[config.mk]
export PLATFORM = sky130hd
export DESIGN_NAME = intr_msg_tx_flat
export DESIGN_NICKNAME = d
export VERILOG_FILES = /design/src/rtl/intr_msg_tx_if.sv /design/src/rtl/intr_msg_tx.sv /design/src/flat_wrapper.sv
export SDC_FILE = /design/constraint.sdc
export NUM_CORES = 1
export LEC_CHECK = 0
export CORE_MARGIN = 3
export CORE_UTILIZATION = 39
export CTS_CLUSTER_DIAMETER = 30
export DETAILED_ROUTE_END_ITERATION = 6
export PLACE_DENSITY = 0.76
export REMOVE_ABC_BUFFERS = 1
export SETUP_SLACK_MARGIN = 0.02
export SYNTH_ARGS = -nofsm -noshare
export SYNTH_HDL_FRONTEND = slang
export SYNTH_SLANG_ARGS = --single-unit
[constraint.sdc]
create_clock -name clk_i -period 7 [get_ports clk_i]
set_input_delay 1.75 -clock clk_i [delete_from_list [all_inputs] [get_ports clk_i]]
set_output_delay 1.75 -clock clk_i [all_outputs]
set_load 0.02 [all_outputs]
[src/rtl/intr_msg_tx_if.sv]
// Master-arbiter write handshake between intr_msg_tx and the PCI master core.
// Signal names are seen from the interrupt block: _o driven by it, _i driven by the core.
interface intr_msg_tx_if;
    logic        mst_req_o;
    logic [31:0] mst_addr_o;
    logic [31:0] mst_data_o;
    logic [3:0]  mst_be_o;
    logic        mst_ack_i;
    logic        mst_done_i;
    logic        mst_err_i;

    modport master (
        output mst_req_o, mst_addr_o, mst_data_o, mst_be_o,
        input  mst_ack_i, mst_done_i, mst_err_i
    );

    modport slave (
        input  mst_req_o, mst_addr_o, mst_data_o, mst_be_o,
        output mst_ack_i, mst_done_i, mst_err_i
    );
endinterface

[src/rtl/intr_msg_tx.sv]
// Interrupt delivery to the PCI host: legacy INTA# level or one MSI write per event.
// Optional macro INTR_MSG_MULTI_EN adds multi-message vector substitution in the data low bits.
module intr_msg_tx #(
    parameter int unsigned RETRY_GAP = 16,
    parameter int unsigned MAX_RETRY = 3
) (
    input  logic          clk_i,
    input  logic          rst_i,
    input  logic          intr_request,
    input  logic          intx_disable,
    input  logic          msi_enable,
    input  logic [31:0]   msi_addr,
    input  logic [15:0]   msi_data,
`ifdef INTR_MSG_MULTI_EN
    input  logic [4:0]    msi_vec_i,
    input  logic [2:0]    msi_mme,
`endif
    output logic          inta_n_o,
    output logic          intr_status_o,
    output logic          msi_drop_o,
    intr_msg_tx_if.master mst
);

    localparam int unsigned GAP_W = 8;
    localparam int unsigned RTY_W = 4;

    typedef enum logic [2:0] {
        IDLE,
        ISSUE,
        WAIT,
        BACKOFF,
        HOLD
    } state_e;

    state_e             state_q, state_d;
    logic [RTY_W-1:0]   retry_q, retry_d;
    logic [GAP_W-1:0]   gap_q, gap_d;
    logic               req_q, req_d;
    logic [31:0]        addr_q, addr_d;
    logic [31:0]        data_q, data_d;
    logic [3:0]         be_q, be_d;
    logic               inta_n_q, inta_n_d;
    logic               status_q, status_d;
    logic               drop_q, drop_d;
    logic [31:0]        msg_data_c;
    logic               unused_addr_lsb;

    assign unused_addr_lsb = ^msi_addr[1:0];

`ifdef INTR_MSG_MULTI_EN
    // Vector replaces the low data bits enabled by the multiple-message field (saturated at 5).
    logic [2:0] mme_sat_c;
    logic [4:0] vec_mask_c;

    assign mme_sat_c  = (msi_mme > 3'd5) ? 3'd5 : msi_mme;
    assign vec_mask_c = 5'((6'd1 << mme_sat_c) - 6'd1);
    assign msg_data_c = {16'h0, msi_data[15:5],
                         (msi_data[4:0] & ~vec_mask_c) | (msi_vec_i & vec_mask_c)};
`else
    assign msg_data_c = {16'h0, msi_data};
`endif

    always_ff @(posedge clk_i or posedge rst_i) begin
        if (rst_i) begin
            state_q  <= IDLE;
            retry_q  <= '0;
            gap_q    <= '0;
            req_q    <= 1'b0;
            addr_q   <= '0;
            data_q   <= '0;
            be_q     <= '0;
            inta_n_q <= 1'b1;
            status_q <= 1'b0;
            drop_q   <= 1'b0;
        end else begin
            state_q  <= state_d;
            retry_q  <= retry_d;
            gap_q    <= gap_d;
            req_q    <= req_d;
            addr_q   <= addr_d;
            data_q   <= data_d;
            be_q     <= be_d;
            inta_n_q <= inta_n_d;
            status_q <= status_d;
            drop_q   <= drop_d;
        end
    end

    always_comb begin
        state_d  = state_q;
        retry_d  = retry_q;
        gap_d    = gap_q;
        addr_d   = addr_q;
        data_d   = data_q;
        be_d     = be_q;
        drop_d   = 1'b0;
        status_d = intr_request;
        inta_n_d = msi_enable | ~(intr_request & ~intx_disable);

        unique case (state_q)
            IDLE: begin
                if (msi_enable && intr_request) begin
                    state_d = ISSUE;
                    addr_d  = {msi_addr[31:2], 2'b00};
                    data_d  = msg_data_c;
                    be_d    = 4'b0011;
                    retry_d = '0;
                end
            end
            ISSUE: begin
                // An accepted request wins over a same-cycle disable.
                if (mst.mst_ack_i) begin
                    state_d = WAIT;
                end else if (!msi_enable) begin
                    state_d = IDLE;
                end
            end
            WAIT: begin
                if (mst.mst_err_i) begin
                    if (retry_q < RTY_W'(MAX_RETRY)) begin
                        retry_d = retry_q + RTY_W'(1);
                        gap_d   = GAP_W'(RETRY_GAP);
                        state_d = BACKOFF;
                    end else begin
                        drop_d  = 1'b1;
                        state_d = HOLD;
                    end
                end else if (mst.mst_done_i) begin
                    state_d = HOLD;
                end
            end
            BACKOFF: begin
                gap_d = gap_q - GAP_W'(1);
                if (gap_q <= GAP_W'(1)) begin
                    state_d = msi_enable ? ISSUE : IDLE;
                end
            end
            HOLD: begin
                if (!intr_request || !msi_enable) begin
                    state_d = IDLE;
                end
            end
            default: state_d = IDLE;
        endcase

        req_d = (state_d == ISSUE);
    end

    assign mst.mst_req_o  = req_q;
    assign mst.mst_addr_o = addr_q;
    assign mst.mst_data_o = data_q;
    assign mst.mst_be_o   = be_q;
    assign inta_n_o       = inta_n_q;
    assign intr_status_o  = status_q;
    assign msi_drop_o     = drop_q;

endmodule

[src/flat_wrapper.sv]
// flat-port wrapper written by rule: the top's interface ports become plain ports
module intr_msg_tx_flat 
#(
    parameter int unsigned RETRY_GAP = 16,
    parameter int unsigned MAX_RETRY = 3
)
  (clk_i, rst_i, intr_request, intx_disable, msi_enable, msi_addr, msi_data, inta_n_o, intr_status_o, msi_drop_o, mst_mst_req_o, mst_mst_addr_o, mst_mst_data_o, mst_mst_be_o, mst_mst_ack_i, mst_mst_done_i, mst_mst_err_i);
  intr_msg_tx_if mst_i ();
  input  logic clk_i;
  input  logic rst_i;
  input  logic intr_request;
  input  logic intx_disable;
  input  logic msi_enable;
  input  logic [31:0] msi_addr;
  input  logic [15:0] msi_data;
  output logic inta_n_o;
  output logic intr_status_o;
  output logic msi_drop_o;
  output wire logic [$bits(mst_i.mst_req_o)-1:0] mst_mst_req_o;
  output wire logic [$bits(mst_i.mst_addr_o)-1:0] mst_mst_addr_o;
  output wire logic [$bits(mst_i.mst_data_o)-1:0] mst_mst_data_o;
  output wire logic [$bits(mst_i.mst_be_o)-1:0] mst_mst_be_o;
  input wire logic [$bits(mst_i.mst_ack_i)-1:0] mst_mst_ack_i;
  input wire logic [$bits(mst_i.mst_done_i)-1:0] mst_mst_done_i;
  input wire logic [$bits(mst_i.mst_err_i)-1:0] mst_mst_err_i;
  assign mst_mst_req_o = mst_i.mst_req_o;
  assign mst_mst_addr_o = mst_i.mst_addr_o;
  assign mst_mst_data_o = mst_i.mst_data_o;
  assign mst_mst_be_o = mst_i.mst_be_o;
  assign mst_i.mst_ack_i = mst_mst_ack_i;
  assign mst_i.mst_done_i = mst_mst_done_i;
  assign mst_i.mst_err_i = mst_mst_err_i;
  intr_msg_tx #(.RETRY_GAP(RETRY_GAP), .MAX_RETRY(MAX_RETRY)) u_core (.clk_i(clk_i), .rst_i(rst_i), .intr_request(intr_request), .intx_disable(intx_disable), .msi_enable(msi_enable), .msi_addr(msi_addr), .msi_data(msi_data), .inta_n_o(inta_n_o), .intr_status_o(intr_status_o), .msi_drop_o(msi_drop_o), .mst(mst_i));
endmodule
== After elaboration in Yosys (flattened, before gate mapping) ==
Cells that the tools add are included.
Widths: inputs -> output; s select.

* Bits in registers: 66
* Word-level logic and storage cells: 56

* Bitwise gates (word level): 4
* $add $sub $neg: 2
* Reductions and logical operators: 10
* Equal/unequal tests: 8
* $lt $le $gt $ge: 2
* Mux-type cells: 20

{| class="wikitable"
|+ Operator list
! kind !! number
|-
| $mux 3 || 8
|-
| $mux 8 || 2
|-
| $pmux 8 s2 || 1
|-
| $pmux 3 s5 || 1
|-
| $mux 4 || 3
|-
| $le 8x1->1 const B || 1
|-
| $pmux 4 s2 || 1
|-
| $sub 8x1->8 const B || 1
|-
| $eq 3x1->1 const B || 2
|-
| $eq 3x2->1 const B || 2
|-
| $add 4x1->4 const B || 1
|-
| $lt 4x2->1 const B || 1
|-
| $mux 1 || 4
|-
| $ne 2x1->1 const B || 2
|-
| $reduce_and 4->1 || 1
|-
| $reduce_bool 2->1 || 2
|-
| $eq 3x3->1 const B || 1
|-
| $logic_not 3->1 || 1
|-
| $reduce_and 3->1 || 1
|-
| $logic_not 1->1 || 2
|-
| $ne 2x2->1 const B || 1
|-
| $not 1->1 || 2
|-
| $reduce_and 2->1 || 1
|-
| $and 1x1->1 || 1
|-
| 3 further kinds || 3
|}

== Depth between registers and ports, before layout ==
* Word-level depth: 5
* Gate-level depth with buffers: 6
* Depth with buffers taken out: 6

== Worst setup path before layout ==
No wires, ideal clock.

* Kind: input to register
* Start: in mst_mst_err_i
* End: reg u_core.retry_q[0]
* Data required time: 6.875 ns
* Data arrival time: 2.661 ns
* Cell stages on the path: 5
* Path slack: 4.214 ns
* Cell sequence: nor4b_4 and2_1 buf_4 nor2_1 mux2_2

* Cells in the longest elaborated chain, start to end: 2

{| class="wikitable"
|+ Ends and longest elaborated chain
! what !! RTL line !! source
|-
| start: declaration || flat_wrapper.sv:25 || <nowiki>input wire logic [$bits(mst_i.mst_err_i)-1:0] mst_mst_err_i;</nowiki>
|-
| $ne 2x2->1 (no line) || -- ||
|-
| $reduce_and 4->1 (no line) || -- ||
|-
| end signal: assignment || intr_msg_tx.sv:77 || <nowiki>retry_q <= retry_d;</nowiki>
|-
| end: declaration || intr_msg_tx.sv:36 || <nowiki>logic [RTY_W-1:0] retry_q, retry_d;</nowiki>
|}

Every way passes these cells.
A chain may end at the register's enable or synchronous reset.

== Worst setup path after layout ==
* Start: in msi_enable
* End: reg u_core.addr_q[30], in the netlist u_core.mst.mst_addr_o[30]

* Cells in the longest elaborated chain, start to end: 2

{| class="wikitable"
|+ Ends and longest elaborated chain
! what !! RTL line !! source
|-
| start: declaration || flat_wrapper.sv:13 || <nowiki>input logic msi_enable;</nowiki>
|-
| $logic_and 1x1->1 || intr_msg_tx.sv:102 || <nowiki>if (msi_enable && intr_request) begin</nowiki>
|-
| $reduce_and 2->1 (no line) || -- ||
|-
| end signal: assignment || intr_msg_tx.sv:80 || <nowiki>addr_q <= addr_d;</nowiki>
|-
| end: declaration || intr_msg_tx.sv:39 || <nowiki>logic [31:0] addr_q, addr_d;</nowiki>
|}

Every way passes these cells.

==> flow_metrics.tcl <==
set metrics [dict create \
    run_status "finished, final reports clean" \
    wirelength_microns 5990 \
    post-synth-top-area-fraction_pct 57.1 \
    max_freq_mhz 255 \
    yosysWarnings 0 \
    dieWidth_microns 91.5 \
    cellLeakagePower_nw 1.74 \
    hold_removal_path_class "flop to flop" \
    hold_buffers 0 \
    rsz_0062_raised_after_global_routing "false" \
    syn_avg_cell_area_sq_um 13.6 \
    clock_tree.buffer_depth 2 \
    drtAntennaViolNets 0 \
    cts-buffers-inserted 9 \
    area_growth_syn_to_layout_pct 44.1 \
    post_cts.resized_instances 0 \
    root_buffer "sky130_fd_sc_hd__clkbuf_8" \
    ioPinCount 128 \
    yosysSeqAreaShare_pct 58.0 \
    first_pass_iteration_count_of_the_detailed_router 4 \
    postSynth.asyncResetShare_pct 100 \
    antenna_found_initial 0 \
    io_buffers 105 \
    grt_pass1_vias 2020 \
    final.setup_skew_ps 6.79 \
    ys_types 38 \
    grt_overflow_total 0 \
    finalSetupViolCount 0 \
    rows 30 \
    critical_path.max_fanout 36 \
    finish.net_count 378 \
    syn-cell-area_sq_mm 0.00285 \
    die-height_microns 91.5 \
    route.detailed.wl_per_inst_microns 14.3 \
    ys_top_cells_by_area "sky130_fd_sc_hd__dfrtp_1, sky130_fd_sc_hd__mux2_2, sky130_fd_sc_hd__buf_4, sky130_fd_sc_hd__ha_1, sky130_fd_sc_hd__buf_2" \
    yosys.cell_count.top_type "sky130_fd_sc_hd__dfrtp_1" \
    vdd_ir_drop_max_uv 203 \
    start_util_pct 41.0 \
    power.density_mw_per_mm2 431 \
    postSynthRegisterBits 66 \
    arrival_ps 4140 \
    cts_tree "done" \
    clock-sinks 66 \
    initialDrtViolationCount 25 \
    grt_max_degree 67 \
    viasPerCell 4.66 \
    worst_ep_required_time_ps 7220 \
    instances_no_fill 420 \
    cp-start-kind "input port" \
    clk_transition_reported_paths_ps 60 \
    setup-tns-final_ps 0 \
    die-area_sq_mm 0.00837 \
    hpwl_microns 4220 \
    post-route-min-period_ps 3920 \
    clock_tree.htree_level_count 3 \
    instance_count_after_placement_with_tap_cells_included 404 \
    hold_viol 0 \
    drive_above_1_share_pct 22.2 \
    num_vias 1956 \
    worst_setup_path_end_kind "flop" \
    synthTopCellsByCount "sky130_fd_sc_hd__dfrtp_1, sky130_fd_sc_hd__mux2_2, sky130_fd_sc_hd__buf_4" \
    maxSlewViolCount 0 \
    fp.coreArea_sq_mm 0.00694 \
    worst-slew-pin-transition_ps 1040 \
    synth_top_flop_cell "sky130_fd_sc_hd__dfrtp_1" \
    synth_cells 210 \
    setup.worst_path.class "input port to flop" \
    post_cts_buffers 0 \
    grt.total_usage_pct 15.0 \
    cap_viol_max_count 0 \
    slew_headroom_pct 30.4 \
    clkLatencyLatePin_ps 340 \
    place_congestion 0.775 \
    post-route-period-util_pct 56.0 \
    synth_top_cell_by_area "sky130_fd_sc_hd__dfrtp_1" \
    drcViolationCount 0 \
    grt_pass1_wl_microns 9850 \
    antenna-diode-count 0 \
    synth-edff-count 0 \
]
-- area by class of cell --
cell class                 count  area (sq um)
sequential                    66          1650
clock buffer                  11           141
clock inverter                 5          53.8
fill                         574          2840
tap                           96           120
multi-input combinational    131          1060
inverter                       4          15.0
timing repair buffer         107          1070
-- stage by stage --
step | util (%) | worst slack [ps] | hold WS (ps) | area, sq um | power, mW
2_1_floorplan | - | 3010 | 470 | 2730 | 1.09
3_3_place_gp | 56.3 | 2620 | 488 | 3910 | 1.45
3_5_place_dp | 56.3 | 2670 | 494 | 3910 | 1.47
4_1_cts | 59.2 | 3020 | 510 | 4110 | 1.80
5_1_grt | 59.2 | 2920 | 530 | 4110 | 1.88
6_report | 59.2 | 3080 | 504 | 4110 | 1.77
-- metal layers --
metal / vias to the layer above / global-route usage (%) / wire, microns
met2: 83 / 24.3 / 2910
met4: 0 / 7.91 / 132
met3: 11 / 5.39 / 535
met5: - / 0 / 0
met1: 951 / 17.4 / 2420
li1: 911 / - / -
-- worst max-delay path: stages --
cell	delay, ps
sky130_fd_sc_hd__clkdlybuf4s50_1	540
sky130_fd_sc_hd__nand2_1	110
sky130_fd_sc_hd__nor4_4	780
sky130_fd_sc_hd__buf_4	540
sky130_fd_sc_hd__mux2_2	390
-- cells by family (layout without fill, tap and decap cells) --
logic type / Yosys count / in the layout / synth area share, %
flip-flops: 66 / 66 / 58.0
multiplexers: 47 / 47 / 18.6
AND/OR/NAND/NOR: 35 / 35 / 7.95
buffers and inverters: 32 / 127 / 7.37
AO/OA/AOI/OAI: 23 / 23 / 5.75
adder cells (fa/ha/maj): 3 / 3 / 1.32
XOR/XNOR: 3 / 3 / 0.922
other: 1 / 20 / 0.132
-- flip-flops by register name, indices dropped and copies added (netlist names) --
name / cells
u_core.mst.mst_addr_o: 30
u_core.mst.mst_data_o: 16
u_core.gap_q: 8
u_core.retry_q: 4
u_core.state_q: 3
u_core.inta_n_o: 1
u_core.intr_status_o: 1
u_core.msi_drop_o: 1
u_core.mst.mst_be_o: 1
u_core.mst.mst_req_o: 1
-- where the power goes --
part	leakage [nW]	switching, mW	internal (mW)	total (mW)
clock	0.103	0.143	0.173	0.316
combinational	0.843	0.372	0.427	0.799
sequential	0.798	0.106	0.549	0.655
total	1.74	0.621	1.15	1.77
-- layout by cell type (no fill, tap or decap), types with 2 or more instances in the layout --
cell type / netlist / layout
sky130_fd_sc_hd__xor2_1: 3 / 3
sky130_fd_sc_hd__ha_1: 3 / 3
sky130_fd_sc_hd__o21a_1: 2 / 2
sky130_fd_sc_hd__inv_1: 4 / 3
sky130_fd_sc_hd__clkbuf_8: 0 / 10
sky130_fd_sc_hd__nor2b_1: 4 / 4
sky130_fd_sc_hd__dfrtp_1: 65 / 65
sky130_fd_sc_hd__nor2_1: 7 / 7
sky130_fd_sc_hd__clkdlybuf4s50_1: 0 / 105
sky130_fd_sc_hd__mux2_2: 47 / 47
sky130_fd_sc_hd__a21oi_1: 4 / 4
sky130_fd_sc_hd__clkinv_2: 0 / 3
sky130_fd_sc_hd__conb_1: 1 / 20
sky130_fd_sc_hd__nand2_1: 7 / 7
sky130_fd_sc_hd__o21ai_0: 6 / 6
sky130_fd_sc_hd__buf_4: 22 / 2
sky130_fd_sc_hd__nor3_1: 2 / 2
sky130_fd_sc_hd__nor3b_1: 2 / 2
sky130_fd_sc_hd__o211ai_1: 2 / 2
sky130_fd_sc_hd__or3_1: 3 / 3
-- final timing paths --
| path | from | endpoint | slack (ps) | cells after the start |
|---|---|---|---|---|
| min | u_core.mst.mst_addr_o[16]$_DFFE_PP0P_ | u_core.mst.mst_addr_o[16]$_DFFE_PP0P_ | 500 | 1 |
| min in group asynchronous | rst_i | u_core.mst.mst_addr_o[11]$_DFFE_PP0P_ | 1960 | 3 |
| min reg2reg | u_core.mst.mst_addr_o[16]$_DFFE_PP0P_ | u_core.mst.mst_addr_o[16]$_DFFE_PP0P_ | 500 | 1 |
| max in group asynchronous | rst_i | u_core.mst.mst_data_o[8]$_DFFE_PP0P_ | 4490 | 3 |
| max reg2reg | u_core.state_q[0]$_DFF_PP0_ | u_core.mst.mst_addr_o[30]$_DFFE_PP0P_ | 4470 | 3 |
| max | msi_enable | u_core.mst.mst_addr_o[30]$_DFFE_PP0P_ | 3080 | 5 |
No activity file was read; power rests on OpenSTA's default activity.
